## src/rtl/fp_mult_issue_ctrl.sv

```systemverilog
// Issue/collect controller in front of the sequential single-precision multiplier core.
// Latency: 2 cycles for special-operand bypass, core latency + 3 cycles via the core.
// Backpressure: result held in DONE until out_ready; in_ready only in IDLE, one op in flight.
//
// Ports:
//   clk, rst                   - clock (rising edge), asynchronous active-high reset
//   in_valid/in_ready/in_a/b   - operand pair handshake
//   out_valid/out_ready        - result handshake; out_c product, out_flags {timeout, invalid, bypass}
//   mul_start/mul_a/mul_b      - launch pulse and held operands to the core
//   mul_c/mul_ready            - core result and done/idle indication
module fp_mult_issue_ctrl #(
   parameter int TIMEOUT = 64,
   parameter int CNT_W   = 7
) (
   input  logic        clk,
   input  logic        rst,
   input  logic        in_valid,
   output logic        in_ready,
   input  logic [31:0] in_a,
   input  logic [31:0] in_b,
   output logic        out_valid,
   input  logic        out_ready,
   output logic [31:0] out_c,
   output logic [2:0]  out_flags,
   output logic        mul_start,
   output logic [31:0] mul_a,
   output logic [31:0] mul_b,
   input  logic [31:0] mul_c,
   input  logic        mul_ready
);

   localparam logic [31:0]      QNAN      = 32'h7FC0_0000;
   localparam logic [CNT_W-1:0] TIMEOUT_C = CNT_W'(TIMEOUT);

   typedef enum logic [2:0] {
      S_IDLE,
      S_CLASSIFY,
      S_LAUNCH,
      S_GUARD,
      S_WAIT,
      S_DONE
   } state_t;

   state_t           state_q, state_d;
   logic [31:0]      mul_a_q, mul_a_d;
   logic [31:0]      mul_b_q, mul_b_d;
   logic [31:0]      out_c_q, out_c_d;
   logic [2:0]       out_flags_q, out_flags_d;
   logic [CNT_W-1:0] cnt_q, cnt_d;

   // Operand classification works on the captured operands, so it is stable in CLASSIFY.
   logic a_exp_max, b_exp_max, a_frac_zero, b_frac_zero, a_exp_zero, b_exp_zero;
   logic a_nan, b_nan, a_inf, b_inf, a_zero, b_zero;
   logic res_sign;

   assign a_exp_max   = (mul_a_q[30:23] == 8'hFF);
   assign b_exp_max   = (mul_b_q[30:23] == 8'hFF);
   assign a_exp_zero  = (mul_a_q[30:23] == 8'h00);
   assign b_exp_zero  = (mul_b_q[30:23] == 8'h00);
   assign a_frac_zero = (mul_a_q[22:0] == 23'd0);
   assign b_frac_zero = (mul_b_q[22:0] == 23'd0);

   assign a_nan  = a_exp_max & ~a_frac_zero;
   assign b_nan  = b_exp_max & ~b_frac_zero;
   assign a_inf  = a_exp_max & a_frac_zero;
   assign b_inf  = b_exp_max & b_frac_zero;
   assign a_zero = a_exp_zero & a_frac_zero;
   assign b_zero = b_exp_zero & b_frac_zero;

   assign res_sign = mul_a_q[31] ^ mul_b_q[31];

   always_ff @(posedge clk or posedge rst) begin
      if (rst) begin
         state_q     <= S_IDLE;
         mul_a_q     <= 32'd0;
         mul_b_q     <= 32'd0;
         out_c_q     <= 32'd0;
         out_flags_q <= 3'd0;
         cnt_q       <= '0;
      end else begin
         state_q     <= state_d;
         mul_a_q     <= mul_a_d;
         mul_b_q     <= mul_b_d;
         out_c_q     <= out_c_d;
         out_flags_q <= out_flags_d;
         cnt_q       <= cnt_d;
      end
   end

   always_comb begin
      state_d     = state_q;
      mul_a_d     = mul_a_q;
      mul_b_d     = mul_b_q;
      out_c_d     = out_c_q;
      out_flags_d = out_flags_q;
      cnt_d       = cnt_q;

      unique case (state_q)
         S_IDLE: begin
            if (in_valid) begin
               mul_a_d = in_a;
               mul_b_d = in_b;
               state_d = S_CLASSIFY;
            end
         end

         S_CLASSIFY: begin
            if (a_nan || b_nan || (a_inf && b_zero) || (a_zero && b_inf)) begin
               out_c_d     = QNAN;
               out_flags_d = 3'b011;
               state_d     = S_DONE;
            end else if (a_inf || b_inf) begin
               out_c_d     = {res_sign, 8'hFF, 23'd0};
               out_flags_d = 3'b001;
               state_d     = S_DONE;
            end else if (a_zero || b_zero) begin
               out_c_d     = {res_sign, 31'd0};
               out_flags_d = 3'b001;
               state_d     = S_DONE;
            end else begin
               state_d = S_LAUNCH;
            end
         end

         S_LAUNCH: begin
            cnt_d   = '0;
            state_d = S_GUARD;
         end

         // The core may still be showing ready from its previous operation here.
         S_GUARD: begin
            cnt_d   = cnt_q + CNT_W'(1);
            state_d = S_WAIT;
         end

         // A core result in the same cycle as the timeout takes precedence.
         S_WAIT: begin
            cnt_d = cnt_q + CNT_W'(1);
            if (mul_ready) begin
               out_c_d     = mul_c;
               out_flags_d = 3'b000;
               state_d     = S_DONE;
            end else if (cnt_d >= TIMEOUT_C) begin
               out_c_d     = QNAN;
               out_flags_d = 3'b100;
               state_d     = S_DONE;
            end
         end

         S_DONE: begin
            if (out_ready) begin
               state_d = S_IDLE;
            end
         end

         default: begin
            state_d = S_IDLE;
         end
      endcase
   end

   // in_ready is gated by rst so nothing is offered while reset is held.
   assign in_ready  = (state_q == S_IDLE) & ~rst;
   assign out_valid = (state_q == S_DONE);
   assign mul_start = (state_q == S_LAUNCH);
   assign out_c     = out_c_q;
   assign out_flags = out_flags_q;
   assign mul_a     = mul_a_q;
   assign mul_b     = mul_b_q;

endmodule

```

## config.mk

```make
export PLATFORM = sky130hd
export DESIGN_NAME = fp_mult_issue_ctrl
export DESIGN_NICKNAME = d
export VERILOG_FILES = /design/src/rtl/fp_mult_issue_ctrl.sv
export SDC_FILE = /design/constraint.sdc
export NUM_CORES = 1
export LEC_CHECK = 0
export CORE_MARGIN = 2
export CORE_UTILIZATION = 35
export DETAILED_ROUTE_END_ITERATION = 16
export PLACE_DENSITY_LB_ADDON = 0.25
export SYNTH_ARGS = -nofsm -noshare
export SYNTH_HDL_FRONTEND = slang
export SYNTH_SLANG_ARGS = --single-unit
```

## constraint.sdc

```tcl
create_clock -name clk -period 4.97 [get_ports clk]
set_clock_uncertainty 0.2 [all_clocks]
set_input_delay 1.491 -clock clk [delete_from_list [all_inputs] [get_ports clk]]
set_output_delay 1.491 -clock clk [all_outputs]
set_load 0.01 [all_outputs]
```

==> impl_results.md <==
* Hold Vio Cnt, Final at 0
* Post-route DRC at 0
* DR vias at 3,521
* Hold Buf Count CTS at 0
* Met2 WL at between 5 and 6 mm
* First-pass GRT wire length at between 15 and 20 mm
* Inst Count DP at roughly 700
* Mux share of post-synthesis cell area at 18.6%
* Ys Warns at 0
* Setup Fix Bufs, Post-CTS at 0
* Std cell rows at 41
* Die width at roughly 120 um
* Total power at ~0.0043 W
* Peak VDD IR at 0.314 mV
* Post-placement cell area at just under 7000 sq um
* Worst Min Path Start: cnt_q[5]
* Number of endpoints failing setup at the final stage at 0
* PortBufs at approximately 200
* Sink Count at between 100 and 150
* Unrepaired setup endpoints after global routing: no
* Worst EP arrival at between 2 and 3 ns
* CTS buffer count at 9
* Final cell count without fillers at roughly 700
* Setup Crit Path Kind: primary input to output port
* RD Place Congestion at 0.743
* Mapped Avg Cell Area at 13.3 sq um
* Metal-1 WL at between 5 and 6 mm
* Clock root buffer: clkbuf_16
* Critical Path Most Common Cell: clkdlybuf4s50_1
* Fraction of the mapped netlist area in simple logic gates at 8.67%
* Antenna-violating nets left at 0
* PostCTS Resize Cnt at 0
* Class of the worst hold path: flip-flop to flip-flop
* Reg2reg path depth at 7
* Nets at 642
* Routed len/inst at 16.8 um
* Detailed Route WL at around 12 mm
* Worst endpoint required time at around 3.3 ns
* R2r setup slk at around 2.2 ns
* CP cell instances: clkdlybuf4s50_1, nor4_1, clkdlybuf4s50_1
* Adder-Cell Fraction of Synth Area at less than 1%
* Filler cells at around 1.1k
* Synthesized area at around 4500 sq um
* Post-route clock period utilization at between 80% and 90%
* Synth Instances at 340
* Starting Density at between 30% and 40%
* Gr usage total at between 10% and 20%
* Final max-slew violation count at 0
* Worst rel slew slack at 49.8%
* Leakage at slightly below 3 nW
* Worst Tran Pin Value at ~0.75 ns
* FF-to-FF End: out_c[26]
* Ant diodes at 0
* Hpwl dp at around 9 mm
* Highest clock rate at between 200 and 250 MHz
* Worst-path clk slew at about 0.060 ns
* Power density over the cells at slightly above 600 nW/um^2
* Post-synth ARST share at 100%
* XOR/XNOR Fraction of Synth Area at 0.773%
* Clk_lat worst skew at between 0.3 and 0.4 ns
* Worst hold path cell count at 1
* Top Ports at between 200 and 250
* Highest metal used: met4
* RR Startpoint: mul_b[8]
* CTS tree: built
* CP max stage delay at 0.59 ns
* Setup_tns at 0 ns
* Htree depth at 3
* Compound-Gate Fraction of Synth Area at a little under a tenth
* Share of cells above drive strength 1 at a little under a fifth
* Post-synth EDFFs at 0
* Area growth syn-to-layout at 55.5%
* DRT iter0 DRCs at 98
* Crit path max fanout at 2
* Pin count of the biggest net entering global routing at 65
* Die ar. at 13,900 sq um
* Initial antenna violation count at 0
* Largest family of logic cells by synthesized area: multiplexers
* Pre-antenna DRT Iters at 4
* Routed wl met3 at approximately 1.4 mm
* FF+latch count, synth at 109
* Maximum capacitance violations at 0
* CP Capture Type: output port
* Worst setup SP type: primary input
* Synth Flop Type: dfrtp_1
* Fin crit period at between 4 and 5 ns
* Sequential fraction of the synthesis area at between 60% and 70%
* Yosys top cell by area: dfrtp_1
* Area share of the largest cell type after synthesis at approximately 60%
* Die H at between 100 and 150 um
* Run status: finished clean
* Final instance area at approximately 7000 sq um
* Core area at ~13,000 sq um
* Crit-path slowest cell: clkdlybuf4s50_1
* Top post-synthesis cells by area: dfrtp_1, mux2_2, a22o_1
* Post-synthesis cell type count at 38
* Total gr overflow at 0
* WHS at around 0.29 ns
* Syn Nets at between 400 and 500
* Avg Vias per Cell at 4.91
* CTS Buffer Depth at 2
* Hold Path End: cnt_q[5]
* Vias in the first global route at around 3.8k
[layout by cell type, fill, tap and decap left out, types with 5 or more instances in the layout]
master           count
a22o_1              24
clkdlybuf4s50_1    202
o21ai_0             19
inv_1                5
nor4_1              13
nand2_1              9
nor2_1              16
mux2_2              71
dfrtp_1            109
nand3_1              9
clkbuf_16            9
nand4_1              6
[registers in the layout, summed over array words and instances, names as in the netlist]
signal / cells
mul_a: 32
mul_b: 32
out_c: 32
cnt_q: 7
out_flags: 3
state_q: 3
[through the flow]
| step | setup WS (ns) | utilization [%] |
|---|---|---|
| global placement | 0.538 | 53.5 |
| detailed placement | 0.530 | 53.5 |
| global route | 0.439 | 55.8 |
| finish | 0.517 | 55.8 |
| floorplan | 0.405 | - |
| CTS | 0.517 | 55.8 |
[synth_stat cells, types with 2 or more instances]
| cell | instances |
|---|---|
| nand2_1 | 9 |
| o21ai_0 | 19 |
| a22o_1 | 24 |
| nor2_1 | 16 |
| nor3_1 | 3 |
| xor2_1 | 3 |
| nand4_1 | 6 |
| buf_6 | 2 |
| dfrtp_1 | 109 |
| buf_2 | 2 |
| a21oi_1 | 3 |
| a21o_1 | 3 |
| inv_1 | 6 |
| nand2b_1 | 2 |
| nand3_1 | 9 |
| or4_1 | 2 |
| or3_1 | 2 |
| a211oi_1 | 2 |
| mux2_2 | 71 |
| nor4_1 | 13 |
| or2_1 | 2 |
| mux2_4 | 3 |
| clkbuf_1 | 13 |
| nor4_2 | 2 |
[power breakdown]
| group | switching [W] | total, W | internal (W) | leakage, nW |
|---|---|---|---|---|
| clock | 0.000305 | 0.000708 | 0.000403 | 0.143 |
| sequential | 0.000334 | 0.00163 | 0.00130 | 1.35 |
| combinational | 0.000759 | 0.00195 | 0.00119 | 1.41 |
| total | 0.00140 | 0.00429 | 0.00289 | 2.90 |
[worst max-delay path: cells and delay by family]
kind / cells / cell delay [ns]
buffers and inverters: 2 / 1.05
AND/OR/NAND/NOR: 1 / 0.22
[worst max path at each step]
stage	slack, ns	endpoint	from
after floorplan	0.41	cnt_q[0]	rst
after global placement	0.54	in_ready	rst
after detailed placement	0.53	in_ready	rst
after CTS	0.52	in_ready	rst
after global routing	0.44	in_ready	rst
final	0.52	in_ready	rst
[routing by layer]
metal | up-vias | track usage [%]
met3 | 10 | 7.85
met1 | 1691 | 21.7
li1 | 1661 | -
met4 | 0 | 6.78
met5 | - | 0
met2 | 159 | 27.8
[cell type report]
cell class	count	area [sq um]	area share [%]
Multi-Input combinational cell	207	1700	24.2
Clock buffer	12	246	3.50
Inverter	7	28.8	0.408
Sequential cell	109	2730	38.7
Timing Repair Buffer	206	2080	29.5
Tap cell	172	215	3.05
Clock inverter	4	47.5	0.675
[kinds of logic after synthesis]
logic type                 Yosys count
and+or+nand+nor                     71
buffers and inverters               24
adders and majority gates            1
muxes                               74
xor gates and xnor gates             4
DFF                                109
AOI/OAI and AO/OA                   57
(Power assumes the default switching activity.)
